[src/rtl/smart_parking_pkg.sv]
// Shared constants, response FSM state type and width helper for the
// smart_parking_ctrl block.
package smart_parking_pkg;

    localparam int DEF_N_SPOTS  = 8;
    localparam int DEF_TIME_W   = 8;
    localparam int DEF_TICK_DIV = 4;

    typedef enum logic {
        IDLE = 1'b0,
        RESP = 1'b1
    } resp_state_t;

    // Width needed to hold values 0..n-1, never less than one bit.
    function automatic int clog2_min1(input int n);
        return (n <= 2) ? 1 : $clog2(n);
    endfunction

endpackage

[src/rtl/smart_parking_ctrl_if.sv]
// Request/response and status bundle between the gate logic (master) and
// the parking controller (slave).
interface smart_parking_ctrl_if
    import smart_parking_pkg::*;
#(
    parameter int N_SPOTS = DEF_N_SPOTS,
    parameter int TIME_W  = DEF_TIME_W
);
    localparam int IDX_W = $clog2(N_SPOTS);
    localparam int CNT_W = $clog2(N_SPOTS + 1);

    logic               open_i;
    logic               entry_req;
    logic               exit_req;
    logic [IDX_W-1:0]   exit_spot;
    logic               entry_ack;
    logic               entry_rej;
    logic [IDX_W-1:0]   entry_spot;
    logic               exit_ack;
    logic               exit_err;
    logic [TIME_W-1:0]  time_total;
    logic [N_SPOTS-1:0] occupancy;
    logic [CNT_W-1:0]   parked;
    logic [CNT_W-1:0]   empty;
    logic [TIME_W-1:0]  now;

    modport master (
        output open_i, entry_req, exit_req, exit_spot,
        input  entry_ack, entry_rej, entry_spot, exit_ack, exit_err,
               time_total, occupancy, parked, empty, now
    );

    modport slave (
        input  open_i, entry_req, exit_req, exit_spot,
        output entry_ack, entry_rej, entry_spot, exit_ack, exit_err,
               time_total, occupancy, parked, empty, now
    );

endinterface

[src/rtl/smart_parking_ctrl_spot_alloc.sv]
// Lowest-index free spot finder: priority encoder on the zero bits of the
// occupancy map.
module spot_alloc
    import smart_parking_pkg::*;
#(
    parameter int N_SPOTS = DEF_N_SPOTS,
    parameter int IDX_W   = $clog2(DEF_N_SPOTS)
) (
    input  logic [N_SPOTS-1:0] occupancy,
    output logic [IDX_W-1:0]   free_idx,
    output logic               any_free
);

    // Scanning from the top down lets the lowest free index win last.
    always_comb begin
        free_idx = '0;
        any_free = 1'b0;
        for (int i = N_SPOTS - 1; i >= 0; i--) begin
            if (!occupancy[i]) begin
                any_free = 1'b1;
                free_idx = IDX_W'(i);
            end
        end
    end

endmodule

[src/rtl/smart_parking_ctrl.sv]
// Clocked parking-lot controller: occupancy map, per-spot entry timestamps,
// free-running time base and one-cycle registered entry/exit responses.
module smart_parking_ctrl
    import smart_parking_pkg::*;
#(
    parameter int N_SPOTS  = DEF_N_SPOTS,
    parameter int TIME_W   = DEF_TIME_W,
    parameter int TICK_DIV = DEF_TICK_DIV
) (
    input logic               clk,
    input logic               rst,
    smart_parking_ctrl_if.slave bus
);

    localparam int IDX_W = $clog2(N_SPOTS);
    localparam int CNT_W = $clog2(N_SPOTS + 1);
    localparam int PRE_W = clog2_min1(TICK_DIV);
    localparam logic [IDX_W:0]   SPOT_LIMIT = (IDX_W + 1)'(N_SPOTS);
    localparam logic [PRE_W-1:0] PRE_LAST   = PRE_W'(TICK_DIV - 1);

    resp_state_t        state;
    logic [PRE_W-1:0]   prescaler;
    logic [TIME_W-1:0]  ts [N_SPOTS];

    logic [IDX_W-1:0]   free_idx;
    logic               any_free;
    logic               entry_ok;
    logic               exit_ok;
    logic               exit_in_range;
    logic [N_SPOTS-1:0] entry_mask;
    logic [N_SPOTS-1:0] exit_mask;
    logic [N_SPOTS-1:0] occ_next;
    logic [CNT_W-1:0]   parked_next;

    spot_alloc #(
        .N_SPOTS (N_SPOTS),
        .IDX_W   (IDX_W)
    ) u_spot_alloc (
        .occupancy (bus.occupancy),
        .free_idx  (free_idx),
        .any_free  (any_free)
    );

    // Allocation sees the map before any same-cycle exit, so a spot being
    // vacated now can never be handed out in this same cycle.
    always_comb begin
        exit_in_range = ({1'b0, bus.exit_spot} < SPOT_LIMIT);
        entry_ok      = bus.entry_req & bus.open_i & any_free;
        exit_ok       = bus.exit_req & exit_in_range & bus.occupancy[bus.exit_spot];
        entry_mask    = entry_ok ? (N_SPOTS'(1) << free_idx) : '0;
        exit_mask     = exit_ok ? (N_SPOTS'(1) << bus.exit_spot) : '0;
        occ_next      = (bus.occupancy & ~exit_mask) | entry_mask;
        parked_next   = bus.parked + CNT_W'(entry_ok) - CNT_W'(exit_ok);
    end

    always_ff @(posedge clk or posedge rst) begin
        if (rst) begin
            state          <= IDLE;
            prescaler      <= '0;
            bus.now        <= '0;
            bus.entry_ack  <= 1'b0;
            bus.entry_rej  <= 1'b0;
            bus.exit_ack   <= 1'b0;
            bus.exit_err   <= 1'b0;
            bus.entry_spot <= '0;
            bus.time_total <= '0;
            bus.occupancy  <= '0;
            bus.parked     <= '0;
            bus.empty      <= CNT_W'(N_SPOTS);
            for (int i = 0; i < N_SPOTS; i++) begin
                ts[i] <= '0;
            end
        end else begin
            if (prescaler == PRE_LAST) begin
                prescaler <= '0;
                bus.now   <= bus.now + 1'b1;
            end else begin
                prescaler <= prescaler + 1'b1;
            end

            // A request in RESP is serviced just like one in IDLE.
            if (bus.entry_req || bus.exit_req) begin
                state         <= RESP;
                bus.entry_ack <= entry_ok;
                bus.entry_rej <= bus.entry_req & ~entry_ok;
                bus.exit_ack  <= exit_ok;
                bus.exit_err  <= bus.exit_req & ~exit_ok;
            end else if (state == RESP) begin
                state         <= IDLE;
                bus.entry_ack <= 1'b0;
                bus.entry_rej <= 1'b0;
                bus.exit_ack  <= 1'b0;
                bus.exit_err  <= 1'b0;
            end

            if (entry_ok) begin
                bus.entry_spot <= free_idx;
                ts[free_idx]   <= bus.now;
            end
            if (exit_ok) begin
                bus.time_total <= bus.now - ts[bus.exit_spot];
            end

            bus.occupancy <= occ_next;
            bus.parked    <= parked_next;
            bus.empty     <= CNT_W'(N_SPOTS) - parked_next;
        end
    end

endmodule

[src/flat_wrapper.sv]
// flat-port wrapper written by rule: the top's interface ports become plain ports
module smart_parking_ctrl_flat import smart_parking_pkg::*;
#(
    parameter int N_SPOTS  = DEF_N_SPOTS,
    parameter int TIME_W   = DEF_TIME_W,
    parameter int TICK_DIV = DEF_TICK_DIV
)
  (clk, rst, bus_open_i, bus_entry_req, bus_exit_req, bus_exit_spot, bus_entry_ack, bus_entry_rej, bus_entry_spot, bus_exit_ack, bus_exit_err, bus_time_total, bus_occupancy, bus_parked, bus_empty, bus_now);
  smart_parking_ctrl_if #(.N_SPOTS(N_SPOTS), .TIME_W(TIME_W)) bus_i ();
  input logic clk;
  input logic rst;
  input wire logic [$bits(bus_i.open_i)-1:0] bus_open_i;
  input wire logic [$bits(bus_i.entry_req)-1:0] bus_entry_req;
  input wire logic [$bits(bus_i.exit_req)-1:0] bus_exit_req;
  input wire logic [$bits(bus_i.exit_spot)-1:0] bus_exit_spot;
  output wire logic [$bits(bus_i.entry_ack)-1:0] bus_entry_ack;
  output wire logic [$bits(bus_i.entry_rej)-1:0] bus_entry_rej;
  output wire logic [$bits(bus_i.entry_spot)-1:0] bus_entry_spot;
  output wire logic [$bits(bus_i.exit_ack)-1:0] bus_exit_ack;
  output wire logic [$bits(bus_i.exit_err)-1:0] bus_exit_err;
  output wire logic [$bits(bus_i.time_total)-1:0] bus_time_total;
  output wire logic [$bits(bus_i.occupancy)-1:0] bus_occupancy;
  output wire logic [$bits(bus_i.parked)-1:0] bus_parked;
  output wire logic [$bits(bus_i.empty)-1:0] bus_empty;
  output wire logic [$bits(bus_i.now)-1:0] bus_now;
  assign bus_i.open_i = bus_open_i;
  assign bus_i.entry_req = bus_entry_req;
  assign bus_i.exit_req = bus_exit_req;
  assign bus_i.exit_spot = bus_exit_spot;
  assign bus_entry_ack = bus_i.entry_ack;
  assign bus_entry_rej = bus_i.entry_rej;
  assign bus_entry_spot = bus_i.entry_spot;
  assign bus_exit_ack = bus_i.exit_ack;
  assign bus_exit_err = bus_i.exit_err;
  assign bus_time_total = bus_i.time_total;
  assign bus_occupancy = bus_i.occupancy;
  assign bus_parked = bus_i.parked;
  assign bus_empty = bus_i.empty;
  assign bus_now = bus_i.now;
  smart_parking_ctrl #(.N_SPOTS(N_SPOTS), .TIME_W(TIME_W), .TICK_DIV(TICK_DIV)) u_core (.clk(clk), .rst(rst), .bus(bus_i));
endmodule
[config.mk]
export PLATFORM = sky130hd
export DESIGN_NAME = smart_parking_ctrl_flat
export DESIGN_NICKNAME = d
export VERILOG_FILES = /design/src/rtl/smart_parking_pkg.sv /design/src/rtl/smart_parking_ctrl_if.sv /design/src/rtl/smart_parking_ctrl_spot_alloc.sv /design/src/rtl/smart_parking_ctrl.sv /design/src/flat_wrapper.sv
export SDC_FILE = /design/constraint.sdc
export NUM_CORES = 1
export LEC_CHECK = 0
export BUFFER_PORTS_ARGS = -buffer_cell sky130_fd_sc_hd__buf_2
export CAP_MARGIN = 20
export CORE_ASPECT_RATIO = 2
export CORE_MARGIN = 3
export CORE_UTILIZATION = 50
export CTS_CLUSTER_SIZE = 10
export DETAILED_ROUTE_END_ITERATION = 16
export PLACE_DENSITY = 0.8
export RECOVER_POWER = 100
export SKIP_LAST_GASP = 1
export SLEW_MARGIN = 40
export SYNTH_ARGS = -nofsm -noshare
export SYNTH_HDL_FRONTEND = slang
export SYNTH_SLANG_ARGS = --single-unit
[constraint.sdc]
create_clock -name clk -period 3.7 [get_ports clk]
set_clock_uncertainty 0.05 [all_clocks]
set_input_delay 0.74 -clock clk [delete_from_list [all_inputs] [get_ports clk]]
set_output_delay 0.74 -clock clk [all_outputs]
set_load 0.01 [all_outputs]
# Yosys cells after proc, flatten, opt, wreduce, memory -nomap -nowiden

Cells that the tools add are included.

Add/sub/neg operators: 6
Equality and inequality tests: 1
Shifts and indexed selects: 2
Mux-type cells: 33
Order comparisons: 4
Reductions and logical operators: 3
Bitwise operators: 12

Operator list:

| operator              | count |
|---|---|
| $bwmux W64            | 1 |
| $mux W8               | 5 |
| $bmux W8 S3           | 1 |
| $demux W8 S3          | 1 |
| $mux W3               | 8 |
| $shl A1 B3 Y8 const A | 2 |
| $mux W1               | 15 |
| $add A8 B1 Y8 const B | 1 |
| $and A8 B8 Y8         | 1 |
| $ge A4 B4 Y1 const B  | 2 |
| $not A3 Y4            | 2 |
| $not A8 Y8            | 1 |
| $or A8 B8 Y8          | 1 |
| $sub A8 B8 Y8         | 1 |
| $and A1 B1 Y1         | 5 |
| $add A4 B1 Y4         | 1 |
| $lt A3 B4 Y1 const B  | 1 |
| $lt A4 B1 Y1 const B  | 1 |
| $sub A4 B1 Y4         | 1 |
| $sub A4 B4 Y4 const A | 1 |
| $bmux W1 S3           | 1 |
| $add A2 B1 Y2 const B | 1 |
| $eq A2 B2 Y1 const B  | 1 |
| $mux W2               | 1 |
| other kinds (4)       | 5 |

Word-level logic and storage cells: 81
Register bits after elaboration: 106
Input port bits: 8
Output and inout port bits: 39

# Depth between registers and ports, before layout

Word-level depth: 14
Depth in mapped cells: 12
Gate-level depth less buffers: 11

# Hierarchy

A second synthesis with hierarchy kept.

Cell total of the unflattened synthesis: 396
Area, all modules: 5,042.3 µm²

By module, submodules not included:

| module             | cells each | sequential area each (µm²) | times used | area an instance (µm²) |
|---|---|---|---|---|
| smart_parking_ctrl | 382        | 2,628.8                    | 1          | 4,964.8 |
| spot_alloc         | 14         | 0.0                        | 1          | 77.6 |

# Least setup slack after synthesis

No wires, ideal clock.

Path kind: input port to flip-flop
From: in bus_exit_spot[0]
To: reg u_core.bus.empty[2] (netlist name)
Slack: 0.487 ns
Stages on the path: 12
Path buffers: 1
Arrival: 3.036 ns
Required time: 3.523 ns
Library setup time: 0.127 ns
Path through: mux4_1 > mux2i_1 > or2_1 > buf_6 > inv_2 > ha_1 > inv_1 > ha_1 > fa_1 > inv_1 > ha_1 > xnor2_1

Longest elaborated chain between the ends: 5

Ends and longest elaborated chain:

| what                          | line                        | RTL |
|---|---|---|
| from (decl)                   | flat_wrapper.sv:15          | `input wire logic [$bits(bus_i.exit_spot)-1:0] bus_exit_spot;` |
| $bmux W1 S3                   | smart_parking_ctrl.sv:49    | `exit_ok = bus.exit_req & exit_in_range & bus.occupancy[bus.exit_spot];` |
| $mux W1 (not written as such) | smart_parking_ctrl.sv:49    |  |
| $and A1 B1 Y1                 | smart_parking_ctrl.sv:49    |  |
| net u_core.exit_ok            | smart_parking_ctrl.sv:28    | `logic exit_ok;` |
| $sub A4 B1 Y4                 | smart_parking_ctrl.sv:53    | `parked_next = bus.parked + CNT_W'(entry_ok) - CNT_W'(exit_ok);` |
| net u_core.parked_next[1]     | smart_parking_ctrl.sv:33    | `logic [CNT_W-1:0] parked_next;` |
| $sub A4 B4 Y4                 | smart_parking_ctrl.sv:106   | `bus.empty <= CNT_W'(N_SPOTS) - parked_next;` |
| to (signal assigned)          | smart_parking_ctrl.sv:69    | `bus.empty <= CNT_W'(N_SPOTS);` |
| to (signal assigned)          | smart_parking_ctrl.sv:106   |  |
| to (decl)                     | smart_parking_ctrl_if.sv:36 | `time_total, occupancy, parked, empty, now` |

The timed path passes the listed nets, and every way through them passes these cells. The select of a mux whose other input is x is not followed.
A chain may end at the register's enable or synchronous reset.

# Final worst setup path

From: in bus_exit_spot[0]
To: reg u_core.bus.time_total[6] (netlist name)

Longest elaborated chain between the ends: 5
Elaborated cells between the ends (all ways): 8

Ends and longest elaborated chain:

| what                                        | line                        | RTL |
|---|---|---|
| $not A3 Y4 (not written as such)            | smart_parking_ctrl.sv:101   | `bus.time_total <= bus.now - ts[bus.exit_spot];` |
| $bmux W8 S3                                 | smart_parking_ctrl.sv:101   |  |
| $mux W8 (not written as such) (2 in series) | smart_parking_ctrl.sv:101   |  |
| $sub A8 B8 Y8                               | smart_parking_ctrl.sv:101   |  |
| to (signal assigned)                        | smart_parking_ctrl.sv:101   |  |
| to (decl)                                   | smart_parking_ctrl_if.sv:36 |  |

Several ways; a longest one is shown, not always the timed one. The select of a mux whose other input is x is not followed.

==> impl.org <==
** Synth
- Fraction of the mapped netlist area in compound gates :: 0.0475
- Summing every instance area after synthesis gives 5060 um2.
- By instance count, the leading cell after synthesis is sky130_fd_sc_hd__dfrtp_1.
- Mux share of post-synthesis cell area :: 0.239
- The number of nets in the synthesized netlist is 415.
- FFs w/ async S/R, synth :: 1.00
- Netlist cell types :: 46
- Summed over all instances, the cell type with the most area after synthesis is sky130_fd_sc_hd__dfrtp_1.
- After synthesis, the cell types taking the most area are sky130_fd_sc_hd__dfrtp_1 51%, sky130_fd_sc_hd__mux2_2 12%, sky130_fd_sc_hd__mux4_2 7.1%.
- EDFF count, synth :: 0
- Number of instances in the synthesized netlist :: 391
- In the synthesized netlist, the cells that appear most often are 104 x sky130_fd_sc_hd__dfrtp_1, 53 x sky130_fd_sc_hd__mux2_2, 38 x sky130_fd_sc_hd__nand2_1.
- Of the total synthesized cell area, the portion taken by XOR and XNOR cells is 0.0294.
- In this run, synthesis produced a sequential element count of 105.
- Syn. warnings :: 0
- Share of synthesized cell area in full adder, half adder and majority cells :: 0.0425
- After synthesis, the largest family of logic cells by area is multiplexers.
- Average cell area after synthesis :: 12.9 um2
- The share of synthesized area in the top cell type comes to 0.514.
- Sequential fraction of the synthesis area :: 0.519
- Simple-gate portion of the synthesized area :: 0.0826
- Predominant post-synthesis flop cell :: sky130_fd_sc_hd__dfrtp_1

** Placement
- Global placement routability congestion :: 0.830
- Number of I/O port buffers :: 46
- Once detailed placement completed, the half-perimeter wirelength came to 7510 um.
- Once placement completed, the tool counted placed cells totaling 554.

** Global route
- The first global-routing pass estimated 17800 um of wire.
- The number of global-route vias before repair was 3395.
- Global routing finished with a remaining overflow of 0.
- Entering global routing, the biggest net connects 70 pins.
- Combined global-route utilization of all metal layers :: 0.205
- Antenna violations before repair :: 0

** Route
- The routed design uses 450 um of met3 wire.
- In the routed design, unresolved DRC markers number 0.
- The routed layout has 3222 vias.
- Post-DRT Antenna Nets :: 0
- Initial drt markers :: 234
- In the detailed route, the total length drawn on met2 is 6120 um.
- Top routing layer in use :: met4
- The pre-antenna-repair detailed-routing pass consisted of 4 iterations.
- Post-detailed-route via-to-cell ratio :: 5.65
- In the final routed layout, each cell accounts on average for 19.1 um.
- After detailed routing, the total wire length is 10900 um.
- After detailed routing, the wire length on met1 is 4050 um.

** Job
- Across the run, the number of max-cap violations was 2.

** Clock tree
- CTS tree :: built
- Max H-tree Level :: 3
- In this run, CTS created clock tree buffers numbering 9.
- Post-CTS setup buffers :: 0
- CTS sink cnt :: 105
- Post-CTS repair changed the size of 0 cells.
- Clock-pin slew was measured on the worst setup and hold paths at 70 ps.
- At the later pin of the worst-skew pair, clock insertion delay measures 340 ps.
- Hold Buf Count CTS :: 0
- Maximum buffer depth of the clock tree :: 2
- Clock root buffer :: sky130_fd_sc_hd__clkbuf_16

** STA
- Final critical delay including setup and external delays :: 3350 ps
- Final-report max-slew violation count :: 80
- Highest clock rate :: 299 MHz
- Tcrit/Tclk final :: 0.904
- Min Hold Slack :: 374 ps
- Headroom to the max-slew limit came out at -0.693.
- Setup violations remaining at the end of the flow were counted as 0.
- Number of endpoints with negative hold slack in the final report :: 0
- Worst-margin pin slew :: 2540 ps
- Setup repair after global routing left no endpoint under its margin.
- After routing, the total negative slack on setup checks comes to 0 ps.

** Worst setup path
- Reg2reg setup slack :: 610 ps
- For the worst setup path, the data arrival time is 3540 ps.
- Grouping stages by cell kind, the critical path spends the most delay in multiplexers.
- Worst Path Buf+Inv :: 2
- For the worst setup path, the data required time is 3900 ps.
- On the worst path, the slowest cell contributes a delay of 510 ps.
- Worst-path cell with the longest stage delay :: sky130_fd_sc_hd__mux4_2
- Kind of capture point of the worst setup path :: register
- The worst setup path is launched from an input pin.
- FF-to-FF path depth :: 11
- In this run the worst path has a maximum fanout of 20.
- RR Endpoint :: u_core.bus.empty[3]
- Traced cell by cell, the critical path runs through clkbuf_1 > buf_12 > mux4_2 > mux2_2 > ha_1 > fa_1 > nor2b_1 > o21ai_0 > a21boi_0 > o21a_1 > nor3_1 > o31ai_1.
- Crit Reg-Reg Startpoint :: u_core.bus.occupancy[2]
- The worst setup path is of the input pin to register kind.

** Worst hold path
- Min-Delay Endpoint :: u_core.prescaler[0]
- Along the worst hold path, the cell count comes to 1.
- The worst hold path belongs to the class register to register.
- Startpoint of the most critical hold path :: u_core.prescaler[0]

** Power
- For this design the static power due to leakage is 2.61 nW.
- For this design the ratio of total power to cell area is 694 nW/um2.
- The worst-case IR drop observed on VDD is 335 uV.
- Overall power consumption after layout is estimated at 3.88 mW.

** Outcome
- Status :: complete, but fails checks
- The final reports fail on max-capacitance violations, max-slew violations.

** Cells and area
- Summing all flip-flop and latch instances after layout gives 2630 um2.
- Number of nets in the layout :: 457
- Summing all multi-input logic gate instances after layout gives 2170 um2.
- From synthesis to final layout, the design area changed by 10.4%.
- Non-filler instance count after layout :: 570
- Final-layout fill cell count :: 837
- The repair_antennas step left the layout with diodes totalling 0.
- Share of layout cells above drive strength 1 :: 0.221

** Floorplanning
- Die H :: 148 um
- I/O pin count :: 47
- The floorplan has 51 rows.
- The die is 77.1 um wide.
- The floorplan step defined a die boundary enclosing 11400 um2.
- Effective utilization at floorplan :: 0.515
- Core area :: 9830 um2
cells by family (layout without fill, tap and decap cells):
family,after synthesis,after routing
flip-flops,105,105
multiplexers,87,87
AND/OR/NAND/NOR,85,85
buffers and inverters,41,88
AO/OA/AOI/OAI,40,40
XOR/XNOR,17,17
adder cells (fa/ha/maj),16,16
power breakdown:
| group | switching, mW | total [mW] | internal [mW] |
|---|---|---|---|
| combinational | 0.630 | 1.19 | 0.561 |
| sequential | 0.204 | 1.67 | 1.46 |
| clock | 0.403 | 1.02 | 0.613 |
stage by stage:
stage | area [um2] | utilization | setup slack (ps)
2_1_floorplan | 5060 | - | 151
3_3_place_gp | 5390 | 0.549 | 234
3_5_place_dp | 5390 | 0.549 | 152
4_1_cts | 5710 | 0.581 | 513
5_1_grt | 5590 | 0.569 | 174
6_report | 5590 | 0.569 | 354
registers in the layout, indices dropped and copies added (netlist names):
register	cells
u_core.bus.entry_spot	3
u_core.bus.entry_rej	1
u_core.bus.occupancy	8
u_core.state	1
u_core.ts	64
u_core.bus.exit_ack	1
u_core.prescaler	2
u_core.bus.time_total	8
u_core.bus.entry_ack	1
u_core.bus.parked	4
u_core.bus.now	8
u_core.bus.empty	3
u_core.bus.exit_err	1
placed cells by master (no fill, tap or decap), drive strengths merged, types with 2 or more instances in the layout:
master | synthesis | layout
nor3 | 4 | 4
inv | 20 | 20
nor2b | 2 | 2
or2 | 2 | 2
o21ai | 22 | 22
mux4 | 18 | 18
a31oi | 2 | 2
dfrtp | 104 | 104
a21oi | 4 | 4
fa | 2 | 2
buf | 16 | 8
bufinv | 0 | 2
a21boi | 2 | 2
o21a | 2 | 2
nor2 | 15 | 15
ha | 14 | 14
mux2i | 8 | 8
xor2 | 6 | 6
nand2 | 40 | 40
nand4 | 3 | 3
clkbuf | 5 | 56
xnor2 | 11 | 11
nand2b | 9 | 9
nand3 | 6 | 6
mux2 | 61 | 61
o31ai | 3 | 3
how the worst max path moves through the flow:
stage	slack, ps	startpoint	cells after the start	end
global route	170	bus_exit_spot[0]	12	u_core.bus.time_total[6]
finish	350	bus_exit_spot[0]	12	u_core.bus.time_total[6]
CTS	510	bus_exit_spot[0]	12	u_core.bus.time_total[6]
global placement	230	bus_exit_spot[0]	12	u_core.bus.time_total[6]
floorplan	150	rst	1	u_core.bus.empty[1]
detailed placement	150	bus_exit_spot[0]	12	u_core.bus.time_total[6]
metal layers:
layer	track usage	vias up
li1	-	1449
met1	0.237	1663
met2	0.370	91
met3	0.0352	19
met4	0.0829	0
met5	0	-
layout make-up:
class | instances | area share
sequential | 105 | 0.470
multi-input combinational | 245 | 0.388
clock buffer | 12 | 0.0441
timing repair buffer | 52 | 0.0408
tap | 132 | 0.0296
clock inverter | 4 | 0.0137
inverter | 20 | 0.0134
No activity file was read; power rests on OpenSTA's default activity.
